[config.mk]
export PLATFORM = sky130hd
export DESIGN_NAME = morse_rx
export DESIGN_NICKNAME = d
export VERILOG_FILES = /design/src/rtl/morse_pkg.sv /design/src/rtl/morse_rx_fifo.sv /design/src/rtl/morse_rx.sv
export SDC_FILE = /design/constraint.sdc
export NUM_CORES = 1
export LEC_CHECK = 0
export ABC_AREA = 1
export CORE_UTILIZATION = 30
export DETAILED_ROUTE_END_ITERATION = 10
export HOLD_SLACK_MARGIN = 0.12
export PLACE_DENSITY = 0.47
export SYNTH_ARGS = -nofsm -noshare
export SYNTH_HDL_FRONTEND = slang
export SYNTH_SLANG_ARGS = --single-unit
[constraint.sdc]
create_clock -name clk -period 2.59 [get_ports clk]
set_clock_uncertainty 0.15 [all_clocks]
set_input_delay 0.3885 -clock clk [delete_from_list [all_inputs] [get_ports clk]]
set_output_delay 0.3885 -clock clk [all_outputs]
set_load 0.05 [all_outputs]
[src/rtl/morse_pkg.sv]
// Shared morse definitions for the keyed-line transmitter and receiver:
// element encoding, timing multipliers and the symbol-to-ASCII decode.
package morse_pkg;

    localparam logic DOT  = 1'b0;
    localparam logic DASH = 1'b1;

    localparam int GLITCH_DIV  = 2;
    localparam int LETTER_MULT = 2;
    localparam int WORD_MULT   = 5;

    localparam logic [7:0] ASCII_SPACE   = 8'h20;
    localparam logic [7:0] ASCII_UNKNOWN = 8'h3F;

    typedef enum logic [1:0] {
        IDLE,
        MARK,
        GAP
    } rx_state_t;

    // Code is sentinel-coded: a leading 1 followed by the elements,
    // oldest element in the most significant position.
    function automatic logic [7:0] code_to_ascii(input logic [6:0] code);
        logic [7:0] c;
        case (code)
            7'd5:    c = "A";
            7'd24:   c = "B";
            7'd26:   c = "C";
            7'd12:   c = "D";
            7'd2:    c = "E";
            7'd18:   c = "F";
            7'd14:   c = "G";
            7'd16:   c = "H";
            7'd4:    c = "I";
            7'd23:   c = "J";
            7'd13:   c = "K";
            7'd20:   c = "L";
            7'd7:    c = "M";
            7'd6:    c = "N";
            7'd15:   c = "O";
            7'd22:   c = "P";
            7'd29:   c = "Q";
            7'd10:   c = "R";
            7'd8:    c = "S";
            7'd3:    c = "T";
            7'd9:    c = "U";
            7'd17:   c = "V";
            7'd11:   c = "W";
            7'd25:   c = "X";
            7'd27:   c = "Y";
            7'd28:   c = "Z";
            7'd63:   c = "0";
            7'd47:   c = "1";
            7'd39:   c = "2";
            7'd35:   c = "3";
            7'd33:   c = "4";
            7'd32:   c = "5";
            7'd48:   c = "6";
            7'd56:   c = "7";
            7'd60:   c = "8";
            7'd62:   c = "9";
            default: c = ASCII_UNKNOWN;
        endcase
        return c;
    endfunction

endpackage

[src/rtl/morse_rx_fifo.sv]
// Synchronous show-ahead byte FIFO. Ports: clk, arst_n, push/push_data,
// pop, data (head, 0 when empty), empty, full. Push while full is dropped
// unless a pop happens in the same cycle.
module morse_rx_fifo #(
    parameter int DEPTH = 4
) (
    input  logic       clk,
    input  logic       arst_n,
    input  logic       push,
    input  logic [7:0] push_data,
    input  logic       pop,
    output logic [7:0] data,
    output logic       empty,
    output logic       full
);

    localparam int AW = (DEPTH > 1) ? $clog2(DEPTH) : 1;
    localparam int CW = AW + 1;

    logic [7:0]    mem [DEPTH];
    logic [AW-1:0] wr_ptr;
    logic [AW-1:0] rd_ptr;
    logic [CW-1:0] count;
    logic          do_push;
    logic          do_pop;

    assign empty   = (count == '0);
    assign full    = (count == CW'(DEPTH));
    assign do_pop  = pop & ~empty;
    assign do_push = push & (~full | do_pop);
    assign data    = empty ? 8'h00 : mem[rd_ptr];

    always_ff @(posedge clk or negedge arst_n) begin
        if (!arst_n) begin
            wr_ptr <= '0;
            rd_ptr <= '0;
            count  <= '0;
        end else begin
            if (do_push) wr_ptr <= wr_ptr + 1'b1;
            if (do_pop)  rd_ptr <= rd_ptr + 1'b1;
            if (do_push && !do_pop)
                count <= count + 1'b1;
            else if (do_pop && !do_push)
                count <= count - 1'b1;
        end
    end

    always_ff @(posedge clk) begin
        if (do_push) mem[wr_ptr] <= push_data;
    end

endmodule

[src/rtl/morse_rx.sv]
// Morse receiver: times marks/spaces on the synchronized keyed line, builds
// dot/dash symbols, decodes them to ASCII and buffers them in a FIFO.
// Ports: clk, arst_n, morse_in (async), read_en; ascii_out, empty, overflow.
module morse_rx
    import morse_pkg::*;
#(
    parameter int PRESCALER = 100,
    parameter int DEPTH     = 4
) (
    input  logic       clk,
    input  logic       arst_n,
    input  logic       morse_in,
    input  logic       read_en,
    output logic [7:0] ascii_out,
    output logic       empty,
    output logic       overflow
);

    localparam int RUN_MAX = WORD_MULT * PRESCALER;
    localparam int RW      = $clog2(RUN_MAX + 1);

    localparam logic [RW-1:0] RUN_TOP  = RW'(RUN_MAX);
    localparam logic [RW-1:0] GLITCH_L = RW'(PRESCALER / GLITCH_DIV);
    localparam logic [RW-1:0] LETTER_L = RW'(LETTER_MULT * PRESCALER);

    logic          s1;
    logic          ms;
    logic          lvl;
    logic [RW-1:0] run;
    logic          fall;

    rx_state_t state, state_n;
    logic [6:0] code, code_n;
    logic [2:0] cnt, cnt_n;
    logic       err, err_n;
    logic       wp, wp_n;
    logic       push;
    logic [7:0] push_data;
    logic       full;

    // lvl is the level whose length run is measuring; while ms differs
    // from lvl, run still holds the completed length of the previous level.
    assign fall = lvl & ~ms;

    always_ff @(posedge clk or negedge arst_n) begin
        if (!arst_n) begin
            s1  <= 1'b0;
            ms  <= 1'b0;
            lvl <= 1'b0;
            run <= '0;
        end else begin
            s1  <= morse_in;
            ms  <= s1;
            lvl <= ms;
            if (ms != lvl)
                run <= RW'(1);
            else if (run != RUN_TOP)
                run <= run + 1'b1;
        end
    end

    always_ff @(posedge clk or negedge arst_n) begin
        if (!arst_n) begin
            state <= IDLE;
            code  <= 7'd1;
            cnt   <= '0;
            err   <= 1'b0;
            wp    <= 1'b0;
        end else begin
            state <= state_n;
            code  <= code_n;
            cnt   <= cnt_n;
            err   <= err_n;
            wp    <= wp_n;
        end
    end

    always_comb begin
        state_n   = state;
        code_n    = code;
        cnt_n     = cnt;
        err_n     = err;
        wp_n      = wp;
        push      = 1'b0;
        push_data = ASCII_SPACE;
        unique case (state)
            IDLE: begin
                if (ms) state_n = MARK;
            end
            MARK: begin
                if (fall) begin
                    state_n = GAP;
                    if (run < GLITCH_L) begin
                        if (cnt == '0 && !wp) state_n = IDLE;
                    end else if (cnt == 3'd6) begin
                        err_n = 1'b1;
                    end else begin
                        code_n = {code[5:0], (run < LETTER_L) ? DOT : DASH};
                        cnt_n  = cnt + 1'b1;
                    end
                end
            end
            GAP: begin
                if (ms) begin
                    state_n = MARK;
                end else if (!lvl) begin
                    if (run == LETTER_L && cnt != '0) begin
                        push      = 1'b1;
                        push_data = err ? ASCII_UNKNOWN : code_to_ascii(code);
                        code_n    = 7'd1;
                        cnt_n     = '0;
                        err_n     = 1'b0;
                        wp_n      = 1'b1;
                    end else if (run == RUN_TOP && wp) begin
                        push    = 1'b1;
                        wp_n    = 1'b0;
                        state_n = IDLE;
                    end
                end
            end
            default: state_n = IDLE;
        endcase
    end

    always_ff @(posedge clk or negedge arst_n) begin
        if (!arst_n)
            overflow <= 1'b0;
        else
            overflow <= push & full & ~(read_en & ~empty);
    end

    morse_rx_fifo #(
        .DEPTH(DEPTH)
    ) u_fifo (
        .clk      (clk),
        .arst_n   (arst_n),
        .push     (push),
        .push_data(push_data),
        .pop      (read_en),
        .data     (ascii_out),
        .empty    (empty),
        .full     (full)
    );

endmodule

Word level (Yosys, flattened, before mapping)
Memories as Yosys holds them, arrays and structs flattened.
Index checks and enable logic that the tools add are counted.
- add/subtract/negate cells: 6
- $lt $le $gt $ge: 2
- equal/unequal tests: 19
- mux-type cells: 51
- bitwise logic cells: 11
- reductions and logical operators: 20
- operators by type and width (operator ; number):
    $mux W8 ; 7
    $mux W7 ; 6
    $mux W3 ; 8
    $mux W9 ; 2
    $mux W1 ; 16
    $mux W2 ; 8
    $ne A2 B2 Y1 const B ; 8
    $pmux W7 S2 ; 1
    $reduce_and A7 Y1 ; 2
    $add A9 B1 Y9 const B ; 1
    $eq A9 B8 Y1 const B ; 1
    $eq A9 B9 Y1 const B ; 1
    $lt A9 B6 Y1 const B ; 1
    $lt A9 B8 Y1 const B ; 1
    $ne A3 B3 Y1 const B ; 3
    $ne A9 B9 Y1 const B ; 1
    $reduce_bool A2 Y1 ; 4
    $add A3 B1 Y3 const B ; 2
    $eq A3 B3 Y1 const B ; 2
    $logic_not A3 Y1 ; 2
    $pmux W2 S3 ; 1
    $pmux W3 S2 ; 1
    $and A1 B1 Y1 ; 5
    $logic_and A1 B1 Y1 ; 5
    other kinds (13) ; 20
- bits in registers: 34
- memory bits (writable): 32
- bits in read-only memories: 448
- memories kept: 2
- memories (name ; words ; width ; read ports ; clocked after memory_dff ; write ports ; RTL line ; source):
    (no name shown) ; 64 ; 7 ; 1 ; 0 ; 0 ; morse_pkg.sv:25 ; case (code)
    u_fifo.mem ; 4 ; 8 ; 1 ; 0 ; 1 ; morse_rx_fifo.sv:20 ; logic [7:0] mem [DEPTH];

Depth between registers and ports, before layout
Gate-level depths: netlist of the first run.
- depth after elaboration: 12
- depth in mapped cells: 14
- mapped depth without buffers: 14

By module
Synthesis of the first run repeated with hierarchy kept, for this count alone.
- cells, all modules: 500
- area, all modules: 4022.6 um^2
- by module, submodules not included (module ; instances ; cells an instance ; area each (um^2) ; sequential area each (um^2)):
    morse_rx ; 1 ; 316 ; 2182.1 ; 676.9
    morse_rx_fifo ; 1 ; 184 ; 1840.5 ; 1136.1

Worst setup path before layout of the first run
Ideal clock, no wire load.
- path type: reg-to-reg
- from: reg u_fifo.count[0]
- to: reg u_fifo.count[1]
- setup time: 0.125 ns
- arrival time: 2.259 ns
- data required time: 2.315 ns
- path slack: 0.057 ns
- stages on the path, launching flop included: 10
- buffers on the path: 0
- cell sequence: dfrtp_1 > nor2_1 > nand2_1 > clkinv_1 > nor2_1 > inv_1 > ha_1 > inv_1 > fa_1 > mux2_2
- longest elaborated chain between the ends: 8
- elaborated cells on any way between the ends: 16
- classes of those cells: add/sub (2); eq/ne (1); mux (2); bitwise (5); reduce/logical (6)
- RTL lines (what ; RTL line ; source):
    from (decl) ; morse_rx_fifo.sv:23 ; logic [CW-1:0] count;
    from (signal assigned) ; morse_rx_fifo.sv:42 ; count <= count + 1'b1;
    from (signal assigned) ; morse_rx_fifo.sv:44 ; count <= count - 1'b1;
    $logic_not A3 Y1 (*) ; morse_rx_fifo.sv:27 ; assign empty = (count == '0);
    via empty ; morse_rx.sv:15 ; output logic empty,
    $not A1 Y1 (*) ; morse_rx_fifo.sv:29 ; assign do_pop = pop & ~empty;
    $and A1 B1 Y1 (*) ; morse_rx_fifo.sv:29 ;
    $or A1 B1 Y1 ; morse_rx_fifo.sv:30 ; assign do_push = push & (~full | do_pop);
    $and A1 B1 Y1 ; morse_rx_fifo.sv:30 ;
    $logic_not A1 Y1 ; morse_rx_fifo.sv:43 ; else if (do_pop && !do_push)
    $logic_and A1 B1 Y1 ; morse_rx_fifo.sv:43 ;
    $reduce_bool A2 Y1 (no source line) ; n/a ;
The timed path passes the listed nets; every way through them passes the cells marked *. The select of a mux whose other input is x is not followed.
A chain may end at the register's enable or synchronous reset.

Worst setup path after layout of the first run
- from: reg u_fifo.count[0]
- to: out empty
- longest elaborated chain between the ends: 1
- RTL lines (what ; RTL line):
    $logic_not A3 Y1 ; morse_rx_fifo.sv:27
    to (decl) ; morse_rx.sv:15
Every way passes these cells.

==> results of run 1 <==
==> per-layer routing <==
| metal | global-route usage, % | share of wire [%] | routed length (µm) |
|---|---|---|---|
| met1 | 17.34 | 49 | 3827 |
| met2 | 23.06 | 48 | 3748 |
| met3 | 3.132 | 2.5 | 196 |
| met4 | 5.244 | 1.2 | 96 |
| met5 | 0 | 0 | 0 |
==> through the flow <==
stage               setup slack, ns  setup TNS [ns]
floorplan                   0.05659               0
global placement             0.1435               0
detailed placement           0.1251               0
CTS                         0.09932               0
global route              -0.004322       -0.004322
finish                       0.1562               0
==> power groups by stage <==
stage	sequential (µW)	clock, µW	combinational (µW)
2_1_floorplan	1280	0	1570
3_3_place_gp	1380	0	1920
3_5_place_dp	1380	0	1920
4_1_cts	1360	1130	1930
5_1_grt	1390	1180	2180
6_report	1360	1100	1920
==> layout make-up <==
cell class	count	area [µm²]
Timing Repair Buffer	30	235.2
Fill cell	1205	7346
Sequential cell	62	1695
Inverter	55	206.4
Multi-Input combinational cell	315	1677
Clock inverter	7	50.05
Clock buffer	9	225.2
Tap cell	143	178.9
==> worst register-to-register path: cells and delay by family, from the launching register on <==
family	cells	cell delay, ns
AO/OA/AOI/OAI	2	0.22
XOR/XNOR	1	0.15
adder cells (fa/ha/maj)	3	0.62
buffers and inverters	3	0.19
flip-flops	1	0.40
AND/OR/NAND/NOR	5	0.58
==> cell families after synthesis <==
logic type      after synthesis  share of synthesized area, %
compound gates               68                         9.880
fa+ha+maj                    19                         6.724
flops                        62                         46.42
buf+inv                      67                         7.924
simple gates                221                         27.44
other cells                   1                        0.1028
mux                           1                        0.3087
xor+xnor                      5                         1.201
==> layout by cell type, fill, tap and decap left out, types with 2 or more instances in the layout <==
cell             count
inv_2               11
o21ai_0             33
dfrtp_1             31
a31oi_1              2
nand3b_1             2
nand2_1            104
nor2_2               2
nand3_2              5
nor3_1               2
ha_1                18
nand4_1              2
nor2_1              61
dfrtp_2              2
clkinvlp_4           3
clkinv_2             2
a21oi_1             27
clkdlybuf4s50_1      4
xor2_1               3
edfxtp_1            28
inv_1               41
nand3_1             28
nand2_2              6
clkinv_1             3
buf_4               24
nor2_4               3
xnor2_1              2
clkbuf_16            9
==> registers in the layout (all words and copies together) (netlist names), 2 cells and up <==
name and flops:
u_fifo.count 3, code 7, cnt 3, u_fifo.wr_ptr 2, state 2, u_fifo.mem 28
run 9, u_fifo.rd_ptr 2
==> how the worst min path moves through the flow <==
stage / startpoint / end / slack (ns) / depth (start not counted)
after detailed placement: s1$_DFF_PN0_ / ms$_DFF_PN0_ / 0.19 / 0
after global routing: s1$_DFF_PN0_ / ms$_DFF_PN0_ / 0.21 / 0
final: s1$_DFF_PN0_ / ms$_DFF_PN0_ / 0.20 / 0
after global placement: s1$_DFF_PN0_ / ms$_DFF_PN0_ / 0.20 / 0
after floorplan: arst_n / cnt[0]$_DFFE_PN0P_ / -0.06 / 0
after CTS: s1$_DFF_PN0_ / ms$_DFF_PN0_ / 0.21 / 0
==> Yosys cell counts (2+ instances only) <==
cell,instances,area [µm²]
nand2_1,104,390.4
nor2_1,61,229.0
inv_1,42,157.7
dfrtp_1,33,825.8
o21ai_0,33,165.2
a21oi_1,28,140.1
edfxtp_1,28,840.8
nand3_1,28,140.1
ha_1,18,225.2
inv_2,10,37.54
buf_2,6,30.03
nand2_2,6,37.54
nand3_2,5,50.05
buf_6,3,33.78
clkinv_1,3,11.26
nor2_2,3,18.77
xor2_1,3,26.28
a31oi_1,2,12.51
buf_4,2,15.01
nand3b_1,2,15.01
nand4_1,2,12.51
nor2_4,2,22.52
nor3_1,2,10.01
xnor2_1,2,17.52
==> what timing repair did <==
action,CTS,global route
setup buffers,0,2
hold endpoints to repair,33,0
hold buffers,1,0
resized for setup,0,6
setup endpoints to repair,0,2
==> results.md, run 1 <==
- The congestion estimate from routability-driven global placement came to 0.8443.
- The die area is 0.01260 mm².
- The number of placed instances, taps included, is 602.
- Hold timing on the final database bottoms out at a slack of 0.2041 ns.
- In the routed layout, each cell is associated on average with a via count of 4.607.
- The number of endpoints with negative hold slack in the final report was 0.
- After detailed routing, the average wire length per cell comes to 12.67 µm.
- The first global-routing pass estimated 13,570 µm of wire.
- Summed over all nets, the half-perimeter wirelength after detailed placement is 5645 µm.
- The warning count from the yosys run is 0.
- Counting cells, the worst reg-to-reg path comes to 14.
- Of all flip-flops after synthesis, the portion carrying an async set or reset was 54.84%.
- The power after layout is 4380 µW.
- The total vias in the final route is 2,861.
- The first TritonRoute pass finished after 7 iterations.
- The count of nets left with antenna violations once routing finished came out at 0.
- The slew at the pin closest to its max-slew limit is 0.7610 ns.
- The net count after synthesis is 467.
- For this design the static power due to leakage is 0.001969 µW.
- The worst path uses 93.97% of the clock period.
- In this run, distinct cell masters in the synthesized netlist total 40.
- The total wire length after detailed routing is 7867 µm.
- Counting along the longest clock path gives a buffer depth of 2.
- Registers are responsible for 31.0% of the overall power.
- The number of enable-type register cells in the synthesized netlist is 28.
- The combined buffer and inverter count along the critical path is 2.
- The final antenna diode count is 0.
- Setup slack on the worst reg-to-reg path comes out at 0.17 ns.
- The floorplan step defined a core boundary enclosing 0.01161 mm².
- Walking the worst path, the cells encountered are nor2_1 > nand2_1 > clkinv_1 > clkdlybuf4s50_1.
- The x dimension of the die is 112.3 µm.
- The clock sink count is 62.
- The reported max-cap violation count is 0.
- The predominant post-synthesis flop cell is dfrtp_1.
- The run finished, with violations left.
- Following the worst setup path forward leads to its endpoint at empty.
- TritonCTS built the clock tree.
- The initial antenna violation count came to 0.
- The count of standard-cell rows is 39.
- From synthesis to final layout, the design area changed by 17.02%.
- The number of register bits inferred by synthesis is 62.
- The detailed router's first-iteration violation count is 124.
- The non-filler instance count after layout is 621.
- Global routing used 13.77% of the available tracks across all layers.
- In this run, the clock network consumes 25.1% of the power.
- The critical path is of the flip-flop to primary output type.
- The path type of the worst min-delay path is flip-flop to flip-flop.
- 14 I/O pins were placed.
- The share of the core filled with cells is 36.75%.
- The highest ir drop seen on vdd is 0.3885 mV.
- The cell area after synthesis is 0.003647 mm².
- The insertion delay of the later-clocked pin in the worst-skew pair is 0.33 ns.
- Dividing total power by cell area gives a power density of 1026 mW/mm².
- The total overflow left after global routing is 0.
- The maximum cell stage delay along the critical path is 0.82 ns.
- The share of total power consumed by net switching is 43.89%.
- In this run, CTS created clock tree buffers numbering 9.
- The synthesized netlist cell count is 444.
- The checks that failed: DRC.
- In this run the mean area of a mapped cell was 8.215 µm².
- After detailed placement, the total cell area comes to 0.003954 mm².
- The post-detailed-route DRC marker count is 2.
- The startpoint identified for the worst register-to-register timing path is run[1]$_DFFE_PN0P_.
- The total number of H-tree levels is 3.
- Of the synthesized area, sequential elements account for 46.42%.
- Entering global routing, the biggest net connects 35 pins.
- For the worst setup path, the data arrival time is 1.90 ns.
- The starting density of the core is 31.40%.
- The number of slew-limit violations in the final report came to 0.
- The beginning of the critical path is u_fifo.count[0]$_DFFE_PN0P_.
- CTS placed an instance of clkbuf_16 at the clock tree root.
- The part of the total power dissipated in combinational logic is 43.9%.
- The number of global-route vias before repair came to 2,822.
- The reg-to-reg critical path endpoint is u_fifo.count[2]$_DFFE_PN0P_.
- The logic depth of the worst path, buffers included is 4.
- The type of destination of the critical path is a primary output.
- Clock-pin slew was measured on the worst setup and hold paths at 0.06 ns.
- The largest fanout on the critical path is 3.
- The cell-internal power is 2458 µW.
- The final-report setup violation count is 0.
- The standard cell with the maximum stage delay on the critical path is clkdlybuf4s50_1.
- The net total in the final layout is 496.
- In this run the power spent charging and discharging nets is 1922 µW.
- The count of buffers added on input and output ports is 12.
- The y dimension of the die is 112.3 µm.
- The post-route netlist has 16.53% of its cells at a drive strength greater than 1.
- On the critical path the largest part of the delay comes from buffers and inverters.
- Timing would allow up to 410.9 MHz.
- The data required time of the worst path is 2.05 ns.
- The worst-case headroom to the max-slew limit is 49.27%.
- The worst path needs 2.434 ns of the cycle, external delays included.
- STA classifies the critical path startpoint as a flip-flop.
- The cell area after layout is 0.004268 mm².
Note: power is estimated with default switching activity, not from simulation.
==> inputs of run 2 (changes only) <==
--- a/config.mk
+++ b/config.mk
@@ -15 +15,2 @@
 export SYNTH_SLANG_ARGS = --single-unit
+export TNS_END_PERCENT = 30
--- a/constraint.sdc
+++ b/constraint.sdc
@@ -4,2 +4,2 @@
 set_output_delay 0.3885 -clock clk [all_outputs]
-set_load 0.05 [all_outputs]
+set_load 0.01 [all_outputs]
==> run 2 against run 1 <==
Against the previous run:
- the run still ends with DRC left
- core utilization up 0.59 points
- combinational power shrank 8%
- routed wire length up 0.70%
- die area unchanged
- largest cell class unchanged
- worst hold slack worse by 0.0048 ns
- fmax down 1.5%
- via count rose by 2.1%
- highest routed layer unchanged
- first-iteration DRC count is 9.7% higher
- register-to-register slack better by 0.06 ns
- final area grew 1.6%
- critical path type unchanged
==> results.md, run 2 (synthesis results as in run 1) <==
- The flow ran to the end, but the final reports show violations.
- The checks that failed: DRC.
- STA classifies the critical path endpoint as a primary output.
- The destination of the worst hold path is ms$_DFF_PN0_.
- The count of standard-cell rows was 39 (unchanged).
- Tracing the worst setup path back leads to its startpoint at u_fifo.rd_ptr[0]$_DFFE_PN0P_.
- The insertion delay of the later-clocked pin in the worst-skew pair is 0.33 ns (about the same).
- The kind of launch point of the worst setup path is a flip-flop.
- The number of endpoints with negative hold slack in the final report is 0 (unchanged).
- The x dimension of the die is 112.3 µm (unchanged).
- The shortest clock period the worst path allows after layout is 2.472 ns (+0.03801 ns).
- The net total in the final layout was 500 (+0.81%).
- The combined global-route utilization of all metal layers came to 13.71% (-0.068 points).
- The period utilization came to 95.44% (+1.5 points).
- The standard cell core area was 0.01161 mm² (unchanged).
- The total number of H-tree levels was 3 (unchanged).
- In this run the critical register-to-register path is launched from cnt[0]$_DFFE_PN0P_.
- The first-pass GRT wire length was 13,590 µm (+0.15%).
- The upper clock frequency limit is 404.6 MHz (-1.5%).
- The total leakage power is 0.002006 µW (+1.9%).
- The number of ports placed on the die boundary is 14 (unchanged).
- The worst setup slack for register-to-register paths is 0.23 ns (+0.06 ns).
- The maximum number of buffers from clock root to sink is 2 (unchanged).
- The total vias in the final route is 2,920 (+2.1%).
- The initial antenna violation count is 0 (unchanged).
- The number of slew-limit violations in the final report was 0 (unchanged).
- The startpoint of the tightest hold check path is s1$_DFF_PN0_.
- The worst setup slack after placement is 0.1003 ns (-0.02473 ns).
- The highest ir drop seen on vdd is 0.3502 mV (-9.9%).
- The worst-case headroom to the max-slew limit came to 47.76% (-1.5 points).
- The die area is 0.01260 mm² (unchanged).
- The worst register-to-register path ends at u_fifo.count[1]$_DFFE_PN0P_.
- The arrival time reported for the critical path endpoint is 1.93 ns (+0.03 ns).
- Counting flops per register, the top entry is u_fifo.mem.
- The reported max-cap violation count is 0 (unchanged).
- In the layout the commonest cells are 104 x nand2_1, 61 x nor2_1, 39 x inv_1.
- The fraction of layout cells with a size suffix above 1 is 15.35% (-1.2 points).
- The flip-flop count of the largest register, all copies and words added came to 28 (unchanged).
- The depth of the worst register-to-register path is 12 (-2).
- The number of placed instances, taps included is 604 (+0.33%).
- The power per unit of standard cell area is 985.6 mW/mm² (-4.0%).
- The placed wire-length estimate after detailed placement is 5663 µm (+0.32%).
- The number of global-route vias before repair came to 2,878 (+2.0%).
- The average wire per cell in the routed design is 12.68 µm (about the same).
- The starting density of the core is 31.40% (unchanged).
- The count of input and output buffers came to 12 (unchanged).
- The largest fanout on the critical path is 16 (+13).
- The total global routing overflow is 0 (unchanged).
- The final weighted congestion in routability-driven placement is 0.8218 (-2.7%).
- The final antenna diode count is 0 (unchanged).
- The via-per-instance ratio came to 4.672 (+1.4%).
- The maximum number of pins on one net before global-route repair is 35 (unchanged).
- The leading cell type in the layout, fill and taps excluded is nand2_1.
- TritonCTS built the clock tree.
- The post-detailed-route DRC marker count was 2 (unchanged).
- The y dimension of the die is 112.3 µm (unchanged).
- The kind of critical path is flip-flop to primary output.
- Setup repair after global routing could not meet its margin everywhere.
- The final antenna-violating net count is 0 (unchanged).
- The detailed router's first-iteration violation count is 136 (+9.7%).
- The non-filler instance count after layout was 625 (+0.64%).
- The CTS clock-pin slew for the worst setup and hold paths is 0.05 ns (about the same).
- The detailed-routing iteration count for the pre-antenna-repair pass was 7 (unchanged).
- The total wire length after detailed routing is 7922 µm (+0.70%).
- The TritonCTS buffer count is 9 (unchanged).
- The share of the core filled with cells is 37.34% (+0.59 points).
- The setup slack of the critical path after layout is 0.1182 ns (-0.03801 ns).
- The data required time of the worst path came to 2.05 ns (about the same).
- The synthesis-to-layout area growth is 18.90%.
- The number of stages on the worst hold path is 0 (unchanged).
- The slew at the pin closest to its max-slew limit is 0.7836 ns (+0.02264 ns).
- The clock sink count is 62 (unchanged).
- The path type of the worst min-delay path is flip-flop to flip-flop.
- The final-report setup violation count came to 0 (unchanged).
- The cell at the root of the clock tree is clkbuf_16.
- The largest registers in the layout are u_fifo.mem (28), run (9), code (7).
==> run 2: cell count changes in the layout (fill, tap and decap cells not counted), moves of 2 or more <==
cell and delta:
buf_4 -3, clkdlybuf4s50_1 +6, clkinv_1 +2, clkinvlp_4 -3, dfrtp_2 -2, inv_1 -2
==> run 2: worst max path at each step <==
stage	slack (ns)	to	cells after the start
6_report	0.12	ascii_out[3]	6
3_5_place_dp	0.10	u_fifo.count[2]$_DFFE_PN0P_	14
2_1_floorplan	0.16	u_fifo.count[2]$_DFFE_PN0P_	14
4_1_cts	0.005	ascii_out[4]	4
5_1_grt	-0.0002	ascii_out[3]	6
3_3_place_gp	0.15	u_fifo.count[2]$_DFFE_PN0P_	14
==> run 2: area by class of cell <==
type / count / area (µm²)
clock buffers: 10 / 229.0
clock inverters: 6 / 52.55
fillers: 1207 / 7277
inverters: 55 / 211.5
multi-input cells: 315 / 1683
flip-flops and latches: 62 / 1697
well taps: 143 / 178.9
repair buffers: 34 / 285.3
==> run 2: critical path, stage by stage, from the launching register on <==
cell and delay (ns):
dfrtp_4 0.56, buf_4 0.16, nor2_1 0.04, nor2_1 0.07, o21ai_0 0.08, a21oi_1 0.14
clkdlybuf4s50_1 0.56
==> run 2: through the flow <==
stage / cell area (µm²) / total power (µW) / setup TNS [ns] / hold WS, ns
floorplan: 3647 / 2595 / 0 / -0.05709
global placement: 3986 / 3104 / 0 / 0.1968
detailed placement: 3986 / 3119 / 0 / 0.1904
CTS: 4279 / 4281 / 0 / 0.2019
global route: 4337 / 4616 / -0.0002136 / 0.2141
finish: 4337 / 4274 / 0 / 0.1993
==> run 2: what timing repair did <==
item	4_1_cts	5_1_grt
setup buffers	0	4
pin swaps	0	5
hold buffers	1	0
setup endpoints to repair	7	7
resized for setup	1	13
endpoints found under the hold margin	33	0
==> run 2: layer usage <==
layer	vias to the layer above	global-route usage [%]	share of wire, %
li1	1501	-	-
met1	1345	16.66	46
met2	65	23.69	49
met3	9	4.158	3.9
met4	0	3.467	1.1
met5	-	0	0
==> run 2: where the power goes <==
part,internal (µW),switching (µW)
combinational,722,1050
clock,732,409
sequential,1170,197
